==> src/rtl/mips_ctrl_pkg.sv <==
// Shared definitions for the multicycle MIPS control path.
//   - state_e       : control FSM states
//   - Op*/Func*     : opcode (IR[31:26]) and R-type func (IR[5:0]) values handled by the core
//   - Alu*          : ALU operation codes driven on alu_op
//   - RegDst*, MemToReg*, PcSrc*, SrcA*, SrcB* : datapath mux select encodings
//   - is_final_state: true for the last state of every instruction (drives instr_done)
package mips_ctrl_pkg;

  typedef enum logic [3:0] {
    StFetch,
    StDecode,
    StExecR,
    StRWb,
    StMemAddr,
    StMemRead,
    StMemWb,
    StMemWrite,
    StBranch,
    StImmExec,
    StImmWb,
    StJump,
    StJal,
    StJr,
    StHalt
  } state_e;

  // Opcodes
  localparam logic [5:0] OpRtype = 6'h00;
  localparam logic [5:0] OpJ     = 6'h02;
  localparam logic [5:0] OpJal   = 6'h03;
  localparam logic [5:0] OpBeq   = 6'h04;
  localparam logic [5:0] OpBne   = 6'h05;
  localparam logic [5:0] OpAddi  = 6'h08;
  localparam logic [5:0] OpSlti  = 6'h0A;
  localparam logic [5:0] OpLw    = 6'h23;
  localparam logic [5:0] OpSw    = 6'h2B;

  // R-type func codes
  localparam logic [5:0] FuncJr  = 6'h08;
  localparam logic [5:0] FuncAdd = 6'h20;
  localparam logic [5:0] FuncSub = 6'h22;
  localparam logic [5:0] FuncAnd = 6'h24;
  localparam logic [5:0] FuncOr  = 6'h25;
  localparam logic [5:0] FuncSlt = 6'h2A;

  // ALU operations
  localparam logic [2:0] AluAnd = 3'b000;
  localparam logic [2:0] AluOr  = 3'b001;
  localparam logic [2:0] AluAdd = 3'b010;
  localparam logic [2:0] AluSub = 3'b110;
  localparam logic [2:0] AluSlt = 3'b111;

  // Register file write address select
  localparam logic [1:0] RegDstRt  = 2'd0;
  localparam logic [1:0] RegDstRd  = 2'd1;
  localparam logic [1:0] RegDstR31 = 2'd2;

  // Register file write data select
  localparam logic [1:0] MemToRegAlu = 2'd0;
  localparam logic [1:0] MemToRegMdr = 2'd1;
  localparam logic [1:0] MemToRegPc  = 2'd2;

  // Next-PC select
  localparam logic [1:0] PcSrcAluRes = 2'd0;
  localparam logic [1:0] PcSrcJump   = 2'd1;
  localparam logic [1:0] PcSrcAluOut = 2'd2;
  localparam logic [1:0] PcSrcRegA   = 2'd3;

  // ALU operand selects
  localparam logic       SrcAPc    = 1'b0;
  localparam logic       SrcARegA  = 1'b1;
  localparam logic [1:0] SrcBRegB  = 2'd0;
  localparam logic [1:0] SrcBFour  = 2'd1;
  localparam logic [1:0] SrcBImm   = 2'd2;
  localparam logic [1:0] SrcBImmSh = 2'd3;

  function automatic logic is_final_state(state_e s);
    case (s)
      StRWb, StMemWb, StMemWrite, StBranch, StImmWb, StJump, StJal, StJr: return 1'b1;
      default: return 1'b0;
    endcase
  endfunction

endpackage

==> src/rtl/alu_func_decoder.sv <==
// R-type func field decoder.
//   func_i   : IR[5:0]
//   alu_op_o : ALU operation for the arithmetic/logic R-type instructions (ADD when invalid)
//   valid_o  : func_i is one of add/sub/and/or/slt
// jr is not an ALU instruction and is recognised separately by the controller.
module alu_func_decoder
  import mips_ctrl_pkg::*;
(
  input  logic [5:0] func_i,
  output logic [2:0] alu_op_o,
  output logic       valid_o
);

  always_comb begin
    alu_op_o = AluAdd;
    valid_o  = 1'b1;
    case (func_i)
      FuncAdd: alu_op_o = AluAdd;
      FuncSub: alu_op_o = AluSub;
      FuncAnd: alu_op_o = AluAnd;
      FuncOr:  alu_op_o = AluOr;
      FuncSlt: alu_op_o = AluSlt;
      default: valid_o  = 1'b0;
    endcase
  end

endmodule

==> src/rtl/multicycle_controller.sv <==
// Control FSM for the multicycle MIPS datapath. Each instruction takes 2..5 cycles, starting in
// FETCH; every datapath select, enable and ALU operation is decoded from the current state.
// Parameters:
//   ILLEGAL_TRAP : 1 = unknown opcode/func parks the FSM in HALT until rst, 0 = treated as NOP
// Ports:
//   clk, rst                 : clock, synchronous active-high reset
//   opcode, func, zero       : IR[31:26], IR[5:0], ALU zero flag (same cycle) from the datapath
//   reg_dst, mem_to_reg      : register-file write address / data selects
//   pc_src                   : next-PC select
//   ALU_srcA, ALU_srcB       : ALU operand selects
//   alu_op                   : ALU operation
//   IorD                     : memory address select (0 = PC, 1 = ALUOut)
//   reg_write, mem_read, mem_write, IR_write, pc_write_input : datapath enables
//   instr_done               : pulse in the final state of every instruction
//   illegal                  : pulse in DECODE on an unsupported opcode/func
module multicycle_controller
  import mips_ctrl_pkg::*;
#(
  parameter bit ILLEGAL_TRAP = 1'b0
) (
  input  logic       clk,
  input  logic       rst,
  input  logic [5:0] opcode,
  input  logic [5:0] func,
  input  logic       zero,
  output logic [1:0] reg_dst,
  output logic [1:0] mem_to_reg,
  output logic [1:0] pc_src,
  output logic       ALU_srcA,
  output logic [1:0] ALU_srcB,
  output logic [2:0] alu_op,
  output logic       IorD,
  output logic       reg_write,
  output logic       mem_read,
  output logic       mem_write,
  output logic       IR_write,
  output logic       pc_write_input,
  output logic       instr_done,
  output logic       illegal
);

  state_e     state_q, state_d;
  logic [2:0] func_alu_op;
  logic       func_alu_valid;
  logic       decode_illegal;

  alu_func_decoder u_alu_func_decoder (
    .func_i   (func),
    .alu_op_o (func_alu_op),
    .valid_o  (func_alu_valid)
  );

  // State register
  always_ff @(posedge clk) begin
    if (rst) begin
      state_q <= StFetch;
    end else begin
      state_q <= state_d;
    end
  end

  // Next-state logic
  always_comb begin
    state_d        = state_q;
    decode_illegal = 1'b0;
    unique case (state_q)
      StFetch: state_d = StDecode;
      StDecode: begin
        case (opcode)
          OpRtype: begin
            if (func_alu_valid) begin
              state_d = StExecR;
            end else if (func == FuncJr) begin
              state_d = StJr;
            end else begin
              decode_illegal = 1'b1;
            end
          end
          OpLw, OpSw:     state_d = StMemAddr;
          OpBeq, OpBne:   state_d = StBranch;
          OpAddi, OpSlti: state_d = StImmExec;
          OpJ:            state_d = StJump;
          OpJal:          state_d = StJal;
          default:        decode_illegal = 1'b1;
        endcase
        if (decode_illegal) begin
          state_d = ILLEGAL_TRAP ? StHalt : StFetch;
        end
      end
      StExecR:   state_d = StRWb;
      StMemAddr: state_d = (opcode == OpSw) ? StMemWrite : StMemRead;
      StMemRead: state_d = StMemWb;
      StImmExec: state_d = StImmWb;
      StHalt:    state_d = StHalt;
      // Every remaining state is the final cycle of an instruction.
      default:   state_d = StFetch;
    endcase
  end

  // Output decode
  always_comb begin
    reg_dst        = RegDstRt;
    mem_to_reg     = MemToRegAlu;
    pc_src         = PcSrcAluRes;
    ALU_srcA       = SrcAPc;
    ALU_srcB       = SrcBRegB;
    alu_op         = AluAdd;
    IorD           = 1'b0;
    reg_write      = 1'b0;
    mem_read       = 1'b0;
    mem_write      = 1'b0;
    IR_write       = 1'b0;
    pc_write_input = 1'b0;
    instr_done     = is_final_state(state_q);
    illegal        = decode_illegal;

    unique case (state_q)
      StFetch: begin
        mem_read       = 1'b1;
        IR_write       = 1'b1;
        pc_write_input = 1'b1;
        ALU_srcB       = SrcBFour;
      end
      // Speculatively form the branch target into ALUOut.
      StDecode: ALU_srcB = SrcBImmSh;
      StExecR: begin
        ALU_srcA = SrcARegA;
        alu_op   = func_alu_op;
      end
      StRWb: begin
        reg_dst   = RegDstRd;
        reg_write = 1'b1;
      end
      StMemAddr: begin
        ALU_srcA = SrcARegA;
        ALU_srcB = SrcBImm;
      end
      StMemRead: begin
        mem_read = 1'b1;
        IorD     = 1'b1;
      end
      StMemWb: begin
        mem_to_reg = MemToRegMdr;
        reg_write  = 1'b1;
      end
      StMemWrite: begin
        mem_write = 1'b1;
        IorD      = 1'b1;
      end
      StBranch: begin
        ALU_srcA       = SrcARegA;
        alu_op         = AluSub;
        pc_src         = PcSrcAluOut;
        pc_write_input = (opcode == OpBne) ? ~zero : zero;
      end
      StImmExec: begin
        ALU_srcA = SrcARegA;
        ALU_srcB = SrcBImm;
        alu_op   = (opcode == OpSlti) ? AluSlt : AluAdd;
      end
      StImmWb: reg_write = 1'b1;
      StJump: begin
        pc_src         = PcSrcJump;
        pc_write_input = 1'b1;
      end
      // Register file captures PC+4 on the same edge the PC takes the jump target.
      StJal: begin
        pc_src         = PcSrcJump;
        pc_write_input = 1'b1;
        reg_dst        = RegDstR31;
        mem_to_reg     = MemToRegPc;
        reg_write      = 1'b1;
      end
      StJr: begin
        pc_src         = PcSrcRegA;
        pc_write_input = 1'b1;
      end
      default: ;
    endcase

    // Reset suppresses every side effect; selects are left as decoded.
    if (rst) begin
      reg_write      = 1'b0;
      mem_read       = 1'b0;
      mem_write      = 1'b0;
      IR_write       = 1'b0;
      pc_write_input = 1'b0;
      instr_done     = 1'b0;
      illegal        = 1'b0;
    end
  end

endmodule

==> config.mk <==
export PLATFORM = sky130hd
export DESIGN_NAME = multicycle_controller
export DESIGN_NICKNAME = d
export VERILOG_FILES = /design/src/rtl/mips_ctrl_pkg.sv /design/src/rtl/alu_func_decoder.sv /design/src/rtl/multicycle_controller.sv
export SDC_FILE = /design/constraint.sdc
export NUM_CORES = 1
export LEC_CHECK = 0
export BUFFER_PORTS_ARGS = -buffer_cell sky130_fd_sc_hd__clkbuf_2
export CORE_ASPECT_RATIO = 0.8
export CORE_UTILIZATION = 38
export CTS_CLUSTER_DIAMETER = 40
export DETAILED_ROUTE_END_ITERATION = 10
export PLACE_DENSITY = 0.66
export SLEW_MARGIN = 25
export SYNTH_ARGS = -nofsm -noshare
export SYNTH_HDL_FRONTEND = slang
export SYNTH_SLANG_ARGS = --single-unit
==> constraint.sdc <==
create_clock -name clk -period 4 [get_ports clk]
set_input_delay 0.2 -clock clk [delete_from_list [all_inputs] [get_ports clk]]
set_output_delay 0.2 -clock clk [all_outputs]
set_load 0.02 [all_outputs]
Yosys cells after proc, flatten, opt, wreduce, memory -nomap -nowiden:

Memories as Yosys holds them, arrays and structs flattened. A register that Yosys moved wholly into a read port is not among the register bits.
Cells that the tools add are included.

* memory bits (read-only): 16
* memories kept: 1
* output and inout bits: 20
* bits in registers: 4

* equality and inequality tests: 30
* multiplexer cells: 36
* bitwise gates (word level): 1
* reduce and logical (&&, ||, !) cells: 15

Memories
* (name not given): depth 16, bits a word 1, read ports 1, clocked after memory_dff 1, wr ports 0, RTL line mips_ctrl_pkg.sv:78 `case (s)`

Operators with widths (number)
* == test 6 bit, second input constant: 7
* == test 4 bit, second input constant: 7
* one-hot mux 4 bit (7 select lines): 1
* one-hot mux 4 bit (6 select lines): 1
* two-way mux 4 bit: 5
* two-way mux 1 bit: 19
* == test 6 x 4 -> 1 bit, second input constant: 3
* == test 4 x 3 -> 1 bit, second input constant: 4
* OR reduction 2 bit: 7
* == test 6 x 2 -> 1 bit, second input constant: 2
* == test 6 x 3 -> 1 bit, second input constant: 2
* one-hot mux 2 bit (3 select lines): 2
* one-hot mux 3 bit (4 select lines): 1
* OR reduction 4 bit: 3
* one-hot mux 3 bit (3 select lines): 1
* == test 4 x 2 -> 1 bit, second input constant: 2
* inequality test 8 x 2 -> 1 bit, second input constant: 1
* one-hot mux 2 bit (2 select lines): 2
* OR reduction 8 bit: 1
* logical NOT 6 bit: 1
* inequality test 5 bit, second input constant: 1
* OR reduction 5 bit: 1
* == test 4 x 1 -> 1 bit, second input constant: 1
* logical NOT 4 bit: 1
* 5 further kinds: 6

Logic depth before layout (Yosys ltp):

* depth after elaboration: 10
* mapped depth: 8

Cells and area by module:

From an unflattened synthesis, not the netlist that was laid out.

* cell total of the unflattened synthesis: 136
* area total of the unflattened synthesis: 972.2 um^2

By module, submodules not included
* multicycle_controller: area each 885.8 um^2, cells each 127, sequential area each 100.1 um^2, instances 1
* alu_func_decoder: area each 86.3 um^2, cells each 9, sequential area each 0.0 um^2, instances 1

Least setup slack after synthesis:

No wires, ideal clock.

* kind: register to register
* from: register state_q[2]
* to: register with a tool-made name
* cell stages (with the launch flop): 9
* data arrival time: 1904 ps
* buffers on the path: 1
* path slack: 1980 ps
* required time: 3885 ps
* clock period less this slack: 2020 ps
* setup time: 115 ps
* path through: dfxtp_1 > buf_6 > or4b_4 > a31oi_2 > nand4_1 > o21ai_1 > a22oi_1 > or3_1 > and3_1

RTL lines
* start: declaration: RTL line multicycle_controller.sv:42 `state_e state_q, state_d;`
* start signal: assignment: RTL line multicycle_controller.sv:56 `state_q <= StFetch;`
* start signal: assignment: RTL line multicycle_controller.sv:58 `state_q <= state_d;`

Final worst setup path:

* from: register state_q[1]
* to: output port alu_op[2]

* longest elaborated chain between the ends: 2

Ends and longest elaborated chain
* == test 4 bit or == test 4 x 2 -> 1 bit (tied branches): RTL line multicycle_controller.sv:117 `unique case (state_q)`
* one-hot mux 3 bit (3 select lines) (*): RTL line multicycle_controller.sv:117
* end: declaration: RTL line multicycle_controller.sv:31 `output logic [2:0] alu_op,`

Mark *: on every way between the ends. The rest lies on a longest branch, timed or not.

==> results.json <==
{
  "status": "finished, final reports clean",
  "grt_start_max_net_pins": 24,
  "vdd_ir_drop_max_mv": 0.128,
  "final_core_util_pct": 51.1,
  "slew_headroom_pct": 55.9,
  "tightest_slew_ns": 0.661,
  "netlist_instances": 123,
  "hold_viol": 0,
  "cts.sinks": 5,
  "cp_slowest_cell": "dfxtp_1",
  "clkLatencyLatePin_ns": 0.24,
  "dieHeight_um": 43.6,
  "syn_area_um2": 823,
  "place_area_um2": 977,
  "critPathMaxFanout": 23,
  "syn-num-nets": 138,
  "via_count": 1026,
  "drc": 0,
  "power_leakage_nw": 0.436,
  "final_nets": 168,
  "diodes": 0,
  "first_pass_iters": 4,
  "die-area_um2": 2360,
  "core-area_um2": 1960,
  "antenna_found_initial": 0,
  "grtUsageTotal_pct": 20.6,
  "cts_setup_buffers": 0,
  "avgViaCountPerCell": 5.83,
  "cp.arrival_ns": 2.21,
  "holdWs_ns": 0.312,
  "synth_seq_cells": 5,
  "clock.fmax_mhz": 415,
  "finalPower_mw": 0.193,
  "ctsLongestPathBuffers": 2,
  "hold_class": "in2reg",
  "gp_congestion": 0.822,
  "synth_ff_type": "dfxtp_1",
  "worstPathRequired_ns": 3.80,
  "synth_common_cells": "nor2_1, nand2_1, clkbuf_1, nand2b_1",
  "crit_chain": "nand2b_1, nor4b_1, nand2_1, o311ai_0, clkbuf_2",
  "cts_root_buffer": "clkbuf_4",
  "synth_area_per_cell_um2": 6.69,
  "finalCriticalPeriod_ns": 2.41,
  "ant_nets": 0,
  "htreeDepth": 1,
  "synthArstFlopShare_pct": 0,
  "synth.distinct_cells": 48,
  "grt_setup_unrepaired": "false",
  "grt_pass1_vias": 862,
  "num_rows": 14,
  "dpl.hpwl_mm": 1.72,
  "synth_edf_count": 0,
  "clkTransAtPathRegs_ns": 0.04,
  "cellPowerDensity_nw_per_um2": 192,
  "finalMaxSlewViolations": 0,
  "synth_seq_area_share_pct": 12.2,
  "rrSetupSlack_ns": 1.62,
  "synth_top_area_cell": "dfxtp_1",
  "fin_skew_ns": 0.000611,
  "drive_gt1_share_pct": 28.3,
  "drv_cap": 0,
  "synth.area.top_cells": "dfxtp_1, nor2_1, nand2_1",
  "fin_crit_sh_pct": 60.2,
  "avgRoutedWirePerCell_um": 12.4,
  "wirelength_mm": 2.19,
  "final_area_um2": 1000,
  "yosys_warnings": 0,
  "fin_tns_setup_ns": 0,
  "slowest_delay_ns": 0.74,
  "cp-start-kind": "flop",
  "io_buffers": 34,
  "end_kind": "output pin",
  "cts_tree": "yes",
  "grt.overflow.total": 0,
  "setup_viol": 0,
  "ctsHoldBuffers": 0,
  "cts_resized": 0,
  "io_pins": 35,
  "nFillCells": 213,
  "yosysMostFrequentCell": "nor2_1",
  "cts_buffers": 3,
  "critical_path_class": "reg2out",
  "initial_core_util_pct": 42.0,
  "grt_pass1_wl_mm": 3.67,
  "synth.top_cell.area_share_pct": 12.2,
  "die_w_um": 54.0,
  "drt_iter0_drc": 40,
  "area_growth_pct": 21.9
}
[layout make-up]
class                      instances  area, um^2  area share (%)
multi-input combinational        106         666            66.3
timing repair buffer              34         170            17.0
sequential                         5         100            9.98
tap                               24        30.0            2.99
clock buffer                       4        26.3            2.62
inverter                           3        11.3            1.12
[metal layers]
metal / GRT usage (%) / wire (um) / vias up
met4: 6.15 / 0 / 0
li1: - / - / 520
met3: 1.05 / 71 / 0
met5: 0 / 0 / -
met2: 32.6 / 1060 / 23
met1: 29.8 / 1060 / 483
[report_power, final]
group / internal, mW / switching, mW / leakage, nW / total, mW
logic: 0.0323 / 0.0452 / 0.380 / 0.0775
registers: 0.0521 / 0.00708 / 0.0407 / 0.0592
clock network: 0.0376 / 0.0188 / 0.0150 / 0.0564
total: 0.122 / 0.0711 / 0.436 / 0.193
[metrics by stage]
| step | setup WS (ns) | cells |
|---|---|---|
| floorplan | 1.98 | 123 |
| global placement | 1.71 | 172 |
| detailed placement | 1.64 | 172 |
| CTS | 1.60 | 176 |
| global route | 1.45 | 176 |
| finish | 1.59 | 176 |
[worst max-delay path, delay by kind of cell (launching register included)]
| kind | cells | cell delay (ns) |
|---|---|---|
| AOI/OAI and AO/OA | 1 | 0.13 |
| buffers and inverters | 1 | 0.24 |
| DFF | 1 | 0.74 |
| and+or+nand+nor | 3 | 0.86 |
[final timing paths]
| kind | start | to | cells past startpoint |
|---|---|---|---|
| worst max-delay path | state_q[1]$_SDFFE_PP0N_ | alu_op[2] | 5 |
| worst max register to register | state_q[1]$_SDFFE_PP0N_ | flop | 7 |
| worst min register to register | state_q[3]$_SDFFE_PP0N_ | state_q[0]$_SDFFE_PP0N_ | 2 |
| worst min-delay path | rst | state_q[0]$_SDFFE_PP0N_ | 2 |
[cells by family (layout without fill, tap and decap cells)]
kind of cell | count (synthesis) | in the layout | share of synthesized area [%]
XOR/XNOR | 3 | 3 | 3.19
flip-flops | 5 | 5 | 12.2
AND/OR/NAND/NOR | 70 | 70 | 46.0
buffers and inverters | 12 | 41 | 6.99
AO/OA/AOI/OAI | 29 | 29 | 26.6
multiplexers | 4 | 4 | 5.02
[placed cells by master (no fill, tap or decap), types with 4 or more instances in the layout]
cell / n
nand4_1: 4
nor2_1: 20
dfxtp_1: 5
nand2_1: 10
nor2b_1: 5
nand2b_1: 6
nor3_1: 5
a21oi_1: 5
clkbuf_2: 34
(Power assumes the default switching activity.)
